`config.mk`:
```
export PLATFORM = sky130hd
export DESIGN_NAME = hazard_control_md
export DESIGN_NICKNAME = d
export VERILOG_FILES = /design/src/rtl/hazard_control_md_pkg.sv /design/src/rtl/hazard_control_md_md_busy_counter.sv /design/src/rtl/hazard_control_md.sv
export SDC_FILE = /design/constraint.sdc
export NUM_CORES = 1
export LEC_CHECK = 0
export ABC_CLOCK_PERIOD_IN_PS = 3940
export CAP_MARGIN = 5
export CORE_MARGIN = 4
export CORE_UTILIZATION = 38
export CTS_CLUSTER_SIZE = 16
export DETAILED_ROUTE_END_ITERATION = 16
export PLACE_DENSITY_LB_ADDON = 0.25
export SETUP_SLACK_MARGIN = 0.5
export SYNTH_ARGS = -nofsm -noshare
export SYNTH_HDL_FRONTEND = slang
export SYNTH_SLANG_ARGS = --single-unit
```
`constraint.sdc`:
```
create_clock -name clk -period 3.94 [get_ports clk]
set_clock_uncertainty 0.15 [all_clocks]
set_input_delay 0.591 -clock clk [delete_from_list [all_inputs] [get_ports clk]]
set_output_delay 0.591 -clock clk [all_outputs]
set_load 0.02 [all_outputs]
```
`src/rtl/hazard_control_md_pkg.sv`:
```
// -----------------------------------------------------------------------------
// hazard_control_md_pkg
//   Shared definitions for the hazard / forwarding controller:
//     - forward-select encodings (FWD_FROM_*) and their width
//     - default width of the signed Tuse/Tnew fields
//     - TUSE_IGNORE marker (all ones, i.e. -1): consumer does not read this source
//     - reg_match(): producer/consumer register match helper
// -----------------------------------------------------------------------------
package hazard_control_md_pkg;

  localparam int FWD_FROM_SIZE = 2;

  typedef enum logic [FWD_FROM_SIZE-1:0] {
    FWD_FROM_DISABLE = 2'd0,
    FWD_FROM_DE      = 2'd1,
    FWD_FROM_EM      = 2'd2,
    FWD_FROM_MW      = 2'd3
  } fwd_from_e;

  localparam int T_SIZE_DEFAULT = 3;

  // All-ones in any width; sized down to T_SIZE where it is used.
  localparam int TUSE_IGNORE = -1;

  // A producer stage matches a consumer source when it writes that register,
  // the register is not $0 and the consumer actually reads the source.
  function automatic logic reg_match(input logic       write_enable,
                                     input logic [4:0] write_number,
                                     input logic [4:0] src,
                                     input logic       tuse_valid);
    return write_enable && (write_number == src) && (src != 5'd0) && tuse_valid;
  endfunction

endpackage

```
`src/rtl/hazard_control_md_md_busy_counter.sv`:
```
// -----------------------------------------------------------------------------
// md_busy_counter
//   Tracks how long the multiply/divide unit stays occupied after an issue.
//   A start loads DIV_LAT or MULT_LAT (last start wins, even mid-operation);
//   otherwise the count falls by one per cycle and rests at zero.
//
// Ports
//   clk        in   rising-edge clock
//   reset_n    in   asynchronous active-low reset, clears the count
//   start      in   mult/multu/div/divu issuing from E this cycle
//   is_div     in   qualifies start as a divide
//   busy       out  count != 0
//   remaining  out  current count
// -----------------------------------------------------------------------------
module md_busy_counter #(
  parameter int MULT_LAT = 5,
  parameter int DIV_LAT  = 10,
  parameter int CNT_W    = 4
) (
  input  logic             clk,
  input  logic             reset_n,
  input  logic             start,
  input  logic             is_div,
  output logic             busy,
  output logic [CNT_W-1:0] remaining
);

  localparam logic [CNT_W-1:0] MULT_LOAD = CNT_W'(MULT_LAT);
  localparam logic [CNT_W-1:0] DIV_LOAD  = CNT_W'(DIV_LAT);

  logic [CNT_W-1:0] cnt_reg;
  logic [CNT_W-1:0] cnt_next;

  always_comb begin
    cnt_next = cnt_reg;
    if (start) begin
      cnt_next = is_div ? DIV_LOAD : MULT_LOAD;
    end else if (cnt_reg != '0) begin
      cnt_next = cnt_reg - CNT_W'(1);
    end
  end

  always_ff @(posedge clk or negedge reset_n) begin
    if (!reset_n) begin
      cnt_reg <= '0;
    end else begin
      cnt_reg <= cnt_next;
    end
  end

  assign busy      = (cnt_reg != '0);
  assign remaining = cnt_reg;

endmodule

```
`src/rtl/hazard_control_md.sv`:
```
// -----------------------------------------------------------------------------
// hazard_control_md
//   Pipeline hazard controller: Tuse/Tnew data-stall detection, forward-select
//   generation for the D, E and M consumers, and a multiply/divide busy
//   interlock built on md_busy_counter.
//
// Ports
//   clk, reset_n                  clock, asynchronous active-low reset
//   D_rs/D_rt, D_Tuse_rs/rt       D-stage sources and signed use times
//   D_md_use                      D instruction needs HI/LO or the md unit
//   E_rs/E_rt, E_Tuse_rs/rt       E-stage sources and use times
//   M_rt, M_Tuse_rt               M-stage rt and use time
//   {E,M,W}_REG_write_number/enable, {E,M,W}_Tnew   producers per stage
//   E_md_start, E_md_is_div       md operation issuing from E
//   stall                         freeze F/D, bubble into E
//   FWD_to_{D_rs,D_rt,E_rs,E_rt,M_rt}  forward selects (FWD_FROM_* encoding)
//   md_busy, md_remaining         md unit occupancy and cycles left
//
// Optional feature (macro HAZARD_PERF_CNT_EN)
//   perf_stall_cycles, perf_md_stall_cycles: saturating 32-bit counts of
//   cycles with any stall and with a multiply/divide stall respectively.
// -----------------------------------------------------------------------------
module hazard_control_md
  import hazard_control_md_pkg::*;
#(
  parameter int T_SIZE   = T_SIZE_DEFAULT,
  parameter int MULT_LAT = 5,
  parameter int DIV_LAT  = 10,
  parameter int CNT_W    = 4
) (
  input  logic                       clk,
  input  logic                       reset_n,
  input  logic [4:0]                 D_rs,
  input  logic [4:0]                 D_rt,
  input  logic signed [T_SIZE-1:0]   D_Tuse_rs,
  input  logic signed [T_SIZE-1:0]   D_Tuse_rt,
  input  logic                       D_md_use,
  input  logic [4:0]                 E_rs,
  input  logic [4:0]                 E_rt,
  input  logic signed [T_SIZE-1:0]   E_Tuse_rs,
  input  logic signed [T_SIZE-1:0]   E_Tuse_rt,
  input  logic [4:0]                 M_rt,
  input  logic signed [T_SIZE-1:0]   M_Tuse_rt,
  input  logic [4:0]                 E_REG_write_number,
  input  logic [4:0]                 M_REG_write_number,
  input  logic [4:0]                 W_REG_write_number,
  input  logic                       E_REG_write_enable,
  input  logic                       M_REG_write_enable,
  input  logic                       W_REG_write_enable,
  input  logic signed [T_SIZE-1:0]   E_Tnew,
  input  logic signed [T_SIZE-1:0]   M_Tnew,
  input  logic signed [T_SIZE-1:0]   W_Tnew,
  input  logic                       E_md_start,
  input  logic                       E_md_is_div,
  output logic                       stall,
  output logic [FWD_FROM_SIZE-1:0]   FWD_to_D_rs,
  output logic [FWD_FROM_SIZE-1:0]   FWD_to_D_rt,
  output logic [FWD_FROM_SIZE-1:0]   FWD_to_E_rs,
  output logic [FWD_FROM_SIZE-1:0]   FWD_to_E_rt,
  output logic [FWD_FROM_SIZE-1:0]   FWD_to_M_rt,
  output logic                       md_busy,
  output logic [CNT_W-1:0]           md_remaining
`ifdef HAZARD_PERF_CNT_EN
  ,
  output logic [31:0]                perf_stall_cycles,
  output logic [31:0]                perf_md_stall_cycles
`endif
);

  localparam logic signed [T_SIZE-1:0] TUSE_IGN = T_SIZE'(TUSE_IGNORE);

  // ---------------------------------------------------------------------------
  // Consumer sources gathered into arrays so each stage's logic is one loop.
  // Index 0 = rs, 1 = rt.
  // ---------------------------------------------------------------------------
  logic [4:0]                d_src  [2];
  logic signed [T_SIZE-1:0]  d_tuse [2];
  logic [4:0]                e_src  [2];
  logic signed [T_SIZE-1:0]  e_tuse [2];

  assign d_src[0]  = D_rs;
  assign d_src[1]  = D_rt;
  assign d_tuse[0] = D_Tuse_rs;
  assign d_tuse[1] = D_Tuse_rt;
  assign e_src[0]  = E_rs;
  assign e_src[1]  = E_rt;
  assign e_tuse[0] = E_Tuse_rs;
  assign e_tuse[1] = E_Tuse_rt;

  logic [1:0]               d_data_stall;
  logic [FWD_FROM_SIZE-1:0] d_fwd [2];
  logic [FWD_FROM_SIZE-1:0] e_fwd [2];

  // Producer results that are ready now (Tnew == 0) are forwardable.
  logic e_ready;
  logic m_ready;
  logic w_ready;

  assign e_ready = (E_Tnew == '0);
  assign m_ready = (M_Tnew == '0);
  assign w_ready = (W_Tnew == '0);

  // ---------------------------------------------------------------------------
  // D-stage consumers: stall when a matching producer in E or M will not have
  // its result by the time D needs it; otherwise forward from E, then M.
  // ---------------------------------------------------------------------------
  genvar gi;
  generate
    for (gi = 0; gi < 2; gi++) begin : g_d_src
      logic tuse_valid;
      logic e_match;
      logic m_match;

      assign tuse_valid = (d_tuse[gi] != TUSE_IGN);
      assign e_match    = reg_match(E_REG_write_enable, E_REG_write_number,
                                    d_src[gi], tuse_valid);
      assign m_match    = reg_match(M_REG_write_enable, M_REG_write_number,
                                    d_src[gi], tuse_valid);

      // Both operands are signed, so a negative Tuse compares correctly.
      assign d_data_stall[gi] = (e_match && (E_Tnew > d_tuse[gi])) ||
                                (m_match && (M_Tnew > d_tuse[gi]));

      assign d_fwd[gi] = (e_match && e_ready) ? FWD_FROM_DE :
                         (m_match && m_ready) ? FWD_FROM_EM :
                                                FWD_FROM_DISABLE;
    end

    // -------------------------------------------------------------------------
    // E-stage consumers: forward from M first (newer value), then W.
    // -------------------------------------------------------------------------
    for (gi = 0; gi < 2; gi++) begin : g_e_src
      logic tuse_valid;
      logic m_match;
      logic w_match;

      assign tuse_valid = (e_tuse[gi] != TUSE_IGN);
      assign m_match    = reg_match(M_REG_write_enable, M_REG_write_number,
                                    e_src[gi], tuse_valid);
      assign w_match    = reg_match(W_REG_write_enable, W_REG_write_number,
                                    e_src[gi], tuse_valid);

      assign e_fwd[gi] = (m_match && m_ready) ? FWD_FROM_EM :
                         (w_match && w_ready) ? FWD_FROM_MW :
                                                FWD_FROM_DISABLE;
    end
  endgenerate

  // ---------------------------------------------------------------------------
  // M-stage rt (store data) can only be fed from W.
  // ---------------------------------------------------------------------------
  logic m_rt_w_match;

  assign m_rt_w_match = reg_match(W_REG_write_enable, W_REG_write_number,
                                  M_rt, (M_Tuse_rt != TUSE_IGN));

  assign FWD_to_D_rs = d_fwd[0];
  assign FWD_to_D_rt = d_fwd[1];
  assign FWD_to_E_rs = e_fwd[0];
  assign FWD_to_E_rt = e_fwd[1];
  assign FWD_to_M_rt = (m_rt_w_match && w_ready) ? FWD_FROM_MW : FWD_FROM_DISABLE;

  // ---------------------------------------------------------------------------
  // Multiply/divide interlock. A start in E counts as busy in the same cycle,
  // so an HI/LO consumer right behind the md instruction is held too.
  // ---------------------------------------------------------------------------
  md_busy_counter #(
    .MULT_LAT (MULT_LAT),
    .DIV_LAT  (DIV_LAT),
    .CNT_W    (CNT_W)
  ) u_md_busy_counter (
    .clk       (clk),
    .reset_n   (reset_n),
    .start     (E_md_start),
    .is_div    (E_md_is_div),
    .busy      (md_busy),
    .remaining (md_remaining)
  );

  logic data_stall;
  logic md_stall;

  assign data_stall = |d_data_stall;
  assign md_stall   = D_md_use && (E_md_start || md_busy);
  assign stall      = data_stall || md_stall;

`ifdef HAZARD_PERF_CNT_EN
  // ---------------------------------------------------------------------------
  // Saturating stall-cycle counters.
  // ---------------------------------------------------------------------------
  logic [31:0] perf_stall_reg;
  logic [31:0] perf_md_stall_reg;

  always_ff @(posedge clk or negedge reset_n) begin
    if (!reset_n) begin
      perf_stall_reg    <= '0;
      perf_md_stall_reg <= '0;
    end else begin
      if (stall && (perf_stall_reg != 32'hFFFF_FFFF)) begin
        perf_stall_reg <= perf_stall_reg + 32'd1;
      end
      if (md_stall && (perf_md_stall_reg != 32'hFFFF_FFFF)) begin
        perf_md_stall_reg <= perf_md_stall_reg + 32'd1;
      end
    end
  end

  assign perf_stall_cycles    = perf_stall_reg;
  assign perf_md_stall_cycles = perf_md_stall_reg;
`endif

endmodule

```
## Word level (Yosys, flattened, before mapping)

Cells that the tools add are included.

| cells by class | value |
|---|---|
| add/sub/neg operators | 1 |
| order comparisons | 4 |
| eq/ne operators | 14 |
| muxes and demuxes | 12 |
| reduce and logical (&&, ||, !) cells | 56 |

Operator list:

| kind | number |
|---|---|
| $eq A5 B5 Y1 | 9 |
| $logic_and A1 B1 Y1 | 41 |
| $reduce_bool A5 Y1 | 5 |
| $mux W2 | 9 |
| $ne A3 B1 Y1 const B | 5 |
| $gt A3 B3 Y1 | 4 |
| $mux W4 | 3 |
| $logic_not A3 Y1 | 3 |
| $logic_or A1 B1 Y1 | 4 |
| $reduce_bool A4 Y1 | 1 |
| $sub A4 B1 Y4 const B | 1 |
| $reduce_bool A2 Y1 | 1 |
| $reduce_or A2 Y1 | 1 |

| word-level totals | value |
|---|---|
| register bits | 4 |
| input port bits | 72 |
| output and inout bits | 16 |

## Depth between registers and ports, before layout

Gate-level depths: netlist (run 1).

| logic depth | value |
|---|---|
| word-level depth | 8 |
| mapped depth | 7 |
| mapped depth without buffers | 7 |

## Modules after synthesis

A second synthesis (run 1) with hierarchy kept.

| second synthesis, totals | value |
|---|---|
| cells, all modules | 158 |
| area, all modules | 1258.7 µm² |

By module, submodules not included:

| module | times used | cells an instance | area an instance (µm²) | sequential area each (µm²) |
|---|---|---|---|---|
| hazard_control_md | 1 | 137 | 1022.2 | 0.0 |
| md_busy_counter | 1 | 21 | 236.5 | 100.1 |

## Worst setup path after synthesis (run 1)

OpenSTA, ideal clock, no wires.

| timing path | value |
|---|---|
| path type | input to output |
| from | input port W_Tnew[1] |
| to | output port FWD_to_M_rt[1] |
| arrival time | 2.206 ns |
| data required time | 3.199 ns |
| slack | 0.993 ns |
| cell stages on the path | 3 |
| buffers on the path | 1 |
| cells stage by stage | or4b_4 -> nor4_1 -> buf_4 |

| between the ends | value |
|---|---|
| longest elaborated chain between the ends | 3 |

RTL lines:

| what | RTL line | source |
|---|---|---|
| from (decl) | hazard_control_md.sv:52 | `input logic signed [T_SIZE-1:0] W_Tnew,` |
| $logic_not A3 Y1 | hazard_control_md.sv:101 | `assign w_ready = (W_Tnew == '0);` |
| $logic_and A1 B1 Y1 | hazard_control_md.sv:161 | `assign FWD_to_M_rt = (m_rt_w_match && w_ready) ? FWD_FROM_MW : FWD_FROM_DISABLE;` |
| $mux W2 | hazard_control_md.sv:161 |  |
| to (decl) | hazard_control_md.sv:60 | `output logic [FWD_FROM_SIZE-1:0] FWD_to_M_rt,` |

No other way between the ends.

## Worst setup path in the final report (run 1)

| timing path | value |
|---|---|
| from | input port W_Tnew[1] |
| to | output port FWD_to_M_rt[0] |

The elaborated chain is that of the path after synthesis.

==> results of run 1 <==
## through the flow
| stage | area (um^2) | hold WS (ps) |
|---|---|---|
| 2_1_floorplan | 1230 | 145 |
| 3_3_place_gp | 2150 | 470 |
| 3_5_place_dp | 2150 | 467 |
| 4_1_cts | 2170 | 407 |
| 5_1_grt | 2170 | 410 |
| 6_report | 2170 | 405 |
## area by class of cell
type	count	area share
multi-input cells	143	0.502
inverters	10	0.0173
clock buffers	3	0.0104
repair buffers	87	0.399
well taps	44	0.0254
flip-flops and latches	4	0.0461
## where the power goes
group	switching, mW	internal, mW
sequential	0.0104	0.0513
clock	0.0164	0.0340
combinational	0.111	0.148
total	0.137	0.233
## cell families after synthesis
family	share of synthesized area
XOR/XNOR	0.333
AO/OA/AOI/OAI	0.115
adder cells (fa/ha/maj)	0.142
flip-flops	0.0811
buffers and inverters	0.0365
AND/OR/NAND/NOR	0.292
## layout by cell type, fill, tap and decap left out, types with 2 or more instances in the layout
cell              n
clkbuf_4          3
clkdlybuf4s50_1  77
dfrtp_1           4
dlygate4sd2_1     6
dlymetal6s2s_1    3
ha_1             14
inv_1            10
nand2_1           7
nand3_1           9
nand4_1           6
nor2_1           10
nor2b_1           5
nor3_1            2
nor4_1            6
o21ai_0           6
o21ai_1           4
o311a_1           2
o311ai_0          2
o31ai_1           2
o41ai_1           2
or4_1             7
xnor2_1          31
xor2_1           16
## path summary, 6_finish.rpt
path,start,to,slack (ps),cells after the start
max in group asynchronous,reset_n,u_md_busy_counter.remaining[2]$_DFFE_PN0N_,3070,1
hold reg to reg,u_md_busy_counter.remaining[1]$_DFFE_PN0N_,u_md_busy_counter.remaining[1]$_DFFE_PN0N_,470,2
setup / recovery,W_Tnew[1],FWD_to_M_rt[0],610,4
hold / removal,reset_n,u_md_busy_counter.remaining[3]$_DFFE_PN0N_,410,1
setup reg to reg,u_md_busy_counter.remaining[0]$_DFFE_PN0N_,u_md_busy_counter.remaining[1]$_DFFE_PN0N_,2370,6
min in group clk,u_md_busy_counter.remaining[1]$_DFFE_PN0N_,u_md_busy_counter.remaining[1]$_DFFE_PN0N_,470,2
## routing by layer
metal	GRT usage	share of wire	up-vias
met2	0.340	0.49	66
li1	-	-	759
met4	0.0369	0.0067	0
met3	0.0520	0.10	4
met5	0	0	-
met1	0.197	0.40	648
## what timing repair did
action | in CTS | in global routing
gates cloned | 0 | 0
resized for setup | 7 | 6
setup endpoints to repair | 7 | 5
pin swaps | 0 | 0
endpoints found under the hold margin | 0 | 0
hold buffers | 0 | 0
==> impl_metrics.tcl, run 1 <==
set metrics [dict create \
    status "completed" \
    die_y_um 65.0 \
    grt_use_total 0.180 \
    max_stage_delay_ps 680 \
    yosysUniqueCellTypes 32 \
    rows 20 \
    post-route-min-period_ps 3330 \
    root_buffer "clkbuf_4" \
    worst_pin_slew_ps 403 \
    final-instance-count-excl-fill 291 \
    largest_register_ffs 4 \
    synth_nets 244 \
    antenna_found_initial 0 \
    crit_type "in2out" \
    synth_top_flop_cell "dfrtp_1" \
    drc 0 \
    fin_ws_ps 610 \
    cp_common_cell "clkdlybuf4s50_1" \
    postCtsSetupRepairBufs 0 \
    ir_drop_uv 131 \
    tns_ps 0 \
    rsz0062_at_grt "false" \
    dp_hpwl_um 3550 \
    vias_per_cell 5.08 \
    start_util 0.401 \
    grt_max_degree 8 \
    crit_required_ps 3200 \
    synth_area_leaders "xnor2_1 (22%), ha_1 (14%), xor2_1 (11%), dfrtp_1 (8.1%), or4_1 (4.3%)" \
    cts_tree "built" \
    ys_seq_elements 4 \
    synth.most_common_cell "xnor2_1" \
    seq_area_frac_synth 0.0811 \
    cpLargestDelayFamily "buffers and inverters" \
    n_fill_cell 280 \
    dieArea_um2 4230 \
    seqCellArea_um2 100 \
    pin_count 88 \
    synth_enable_flop_cells 0 \
    antenna_cells 0 \
    p_leak_nw 0.906 \
    cts.path.max_buffers 2 \
    cts-buffers-inserted 3 \
    critPathArrivalTime_ps 2590 \
    syn_area_um2 1230 \
    critical_path.n_buffers_inverters 2 \
    post-route-period-util 0.845 \
    grt_pass1_wl_um 6210 \
    path_max_fanout 3 \
    dp_worst_setup_slack_ps 352 \
    clk_pin_slew_ps 40 \
    hold_viol 0 \
    first_iter_violations 46 \
    fmax_mhz 300 \
    min_path_type "in2async" \
    routed_wl_um 3860 \
    multi_input_area_um2 1090 \
    overflow 0 \
    crit_path_end_kind "output port" \
    slew_headroom 0.730 \
    drt-pass1-iter-count 4 \
    synth_top_area_cell "xnor2_1" \
    dieWidth_um 65.0 \
    pwr_density_cell_nw_per_um2 171 \
    place_congestion 0.819 \
    nets 335 \
    worstSkewPairLatency_ps 230 \
    final_util 0.705 \
    setup_viol 0 \
    via_count 1477 \
    htreeDepth 1 \
    synth_top_area_frac 0.220 \
    area_delta_synth_final_pct 75.8 \
    worst_setup_path_start_kind "input pin" \
    cts.sinks 4 \
    syn_avg_cell_area_um2 7.82 \
    crit_chain "clkdlybuf4s50_1 > or4b_4 > nor4_1 > clkdlybuf4s50_1" \
    synth_cells 158 \
    grt_pass1_vias 1534 \
    total_power_mw 0.371 \
    slew_violations 0 \
    wl_per_cell_um 13.3 \
    drive_gt1_frac 0.0364 \
    crit_slowest_cell "clkdlybuf4s50_1" \
    placement.io_buffers 87 \
    ant_nets 0 \
    ys_top_cells_by_count "xnor2_1 (31), xor2_1 (16), ha_1 (14)" \
    async_flop_share 1.00 \
    coreArea_um2 3080 \
    maxCapViolCount 0 \
    placed_cells 288 \
    ys_warn_count 0 \
]
Power figures use the tool's default switching activity.
==> run 2, diff against run 1 <==
ABC_CLOCK_PERIOD_IN_PS = 3000   (was 3940)
CORE_UTILIZATION = 32   (was 38)
clock period = 3 ns   (was 3.94 ns; I/O delays follow)
==> run 2 against run 1 <==
  * Critical endpoint is now FWD_to_E_rs[1]
  * Final cell count rose by 19%
  * Cell area rose by 25%
  * Global-route usage rose by 1.0 points
  * Sequential power rose by 33%
  * Core utilization rose by 2.8 points
  * Combinational power rose by 59%
  * Setup slack got worse by 130 ps
  * Largest power group unchanged
  * Via count rose by 16%
  * Count of clock-buffer cells in the layout did not move
  * Worst hold slack got worse by 110 ps
  * Critical path depth rose by 1
  * Sequential share of layout area fell by 0.91 points
==> impl_metrics.tcl, run 2 (same netlist as run 1, synthesis figures left out) <==
set metrics [dict create \
    status "completed" \
    dp_hpwl_um 3860 \
    root_buffer "clkbuf_8" \
    p_sw_mw 0.226 \
    min_path_type "in2async" \
    crit_path_end_kind "output port" \
    grt_pass1_wl_um 7860 \
    sw_frac_of_total 0.373 \
    nets 385 \
    worstSkewPairLatency_ps 210 \
    cts.sinks 4 \
    grt_max_degree 8 \
    cts_hold_buf 0 \
    critPathArrivalTime_ps 1920 \
    crit_required_ps 2400 \
    largest_register_ffs 4 \
    antenna_cells 0 \
    htreeDepth 1 \
    area_delta_synth_final_pct 119 \
    coreArea_um2 3690 \
    start_util 0.335 \
    post-route-min-period_ps 2520 \
    placement.io_buffers 87 \
    ir_drop_uv 136 \
    rows 22 \
    dieArea_um2 4920 \
    pwr_density_cell_nw_per_um2 224 \
    total_power_mw 0.607 \
    ant_nets 0 \
    worst_setup_path_start_kind "input pin" \
    wl_per_cell_um 14.4 \
    rsz0062_at_grt "true" \
    n_fill_cell 294 \
    setup_viol 0 \
    seqCellArea_um2 100 \
    crit_type "in2out" \
    fmax_mhz 397 \
    clk_pin_slew_ps 30 \
    power_frac_seq 0.135 \
    slew_violations 0 \
    grt_use_total 0.190 \
    final_cell_mix "buf_4 (49), xnor2_1 (27), clkdlybuf4s50_1 (24), buf_2 (16), xor2_1 (15)" \
    p_leak_nw 1.24 \
    intPower_mw 0.381 \
    worst_pin_slew_ps 422 \
    multi_input_area_um2 1340 \
    drive_gt1_frac 0.455 \
    cts_tree "built" \
    maxCapViolCount 0 \
    drt-pass1-iter-count 4 \
    final_common_cell "buf_4" \
    p_clk_frac 0.185 \
    routed_wl_um 4960 \
    hold_viol 0 \
    antenna_found_initial 0 \
    cts-buffers-inserted 3 \
    drc 0 \
    path_max_fanout 3 \
    die_y_um 70.1 \
    pin_count 88 \
    grt_pass1_vias 1836 \
    cts.path.max_buffers 2 \
    vias_per_cell 4.96 \
    power_frac_comb 0.680 \
    first_iter_violations 56 \
    tns_ps 0 \
    post-route-period-util 0.840 \
    place_congestion 0.864 \
    via_count 1711 \
    slew_headroom 0.718 \
    overflow 0 \
    dieWidth_um 70.1 \
]
[run 2: cell count changes in the layout (fill, tap and decap cells not counted), sizes merged]
| cell | previous run | this run |
|---|---|---|
| clkbuf | 4 | 13 |
| dlymetal6s2s | 3 | 4 |
| buf | 0 | 75 |
| dlygate4sd2 | 6 | 14 |
| clkdlybuf4s15 | 0 | 8 |
| dlygate4sd1 | 0 | 2 |
| clkdlybuf4s50 | 77 | 24 |
[run 2: power by group through the flow]
| stage | Sequential, mW | Clock (mW) | Combinational, mW |
|---|---|---|---|
| floorplan | 0.0968 | 0 | 0.146 |
| global placement | 0.0820 | 0 | 0.380 |
| detailed placement | 0.0829 | 0 | 0.386 |
| CTS | 0.0820 | 0.113 | 0.396 |
| global route | 0.0834 | 0.117 | 0.445 |
| finish | 0.0820 | 0.112 | 0.412 |
[run 2: cell type report]
cell class	instances	area share
multi-input combinational	143	0.496
timing repair buffer	137	0.415
sequential	4	0.0370
tap	48	0.0222
clock buffer	3	0.0153
inverter	10	0.0148
[run 2: worst paths after layout]
kind                                                       startpoint                                          to  slack, ps  cells after the start
min                                                           reset_n  u_md_busy_counter.remaining[1]$_DFFE_PN0N_        290                      1
max in group asynchronous                                     reset_n  u_md_busy_counter.remaining[3]$_DFFE_PN0N_       2230                      1
min in group clk           u_md_busy_counter.remaining[1]$_DFFE_PN0N_  u_md_busy_counter.remaining[1]$_DFFE_PN0N_        470                      2
min reg2reg                u_md_busy_counter.remaining[1]$_DFFE_PN0N_  u_md_busy_counter.remaining[1]$_DFFE_PN0N_        470                      2
max                                                         W_Tnew[1]                              FWD_to_E_rs[1]        480                      5
max reg2reg                u_md_busy_counter.remaining[0]$_DFFE_PN0N_  u_md_busy_counter.remaining[1]$_DFFE_PN0N_       1490                      7
[run 2: stage by stage]
step	cells	instance area, um^2	util	worst slack (ps)	hold slack [ps]
5_1_grt	345	2710	0.734	444	311
4_1_cts	340	2630	0.714	441	293
2_1_floorplan	158	1240	-	599	4.41
6_report	345	2710	0.734	479	294
3_5_place_dp	333	2470	0.670	-336	467
3_3_place_gp	333	2470	0.670	-314	465
[run 2: routing by layer]
metal	GRT usage	vias to the layer above	routed length, um
met5	0	-	0
li1	-	855	-
met3	0.0345	16	344
met1	0.213	770	1920
met2	0.358	70	2550
met4	0.0596	0	147
[run 2: critical path: stages]
cell	delay [ps]
buf_6	90
or4b_4	550
or4_4	560
o41ai_2	70
buf_4	190
[run 2: timing repair]
action,4_1_cts,5_1_grt
buffers inserted,4,5
endpoints found under the setup margin,11,11
pin swaps,32,29
gates resized for setup,188,56
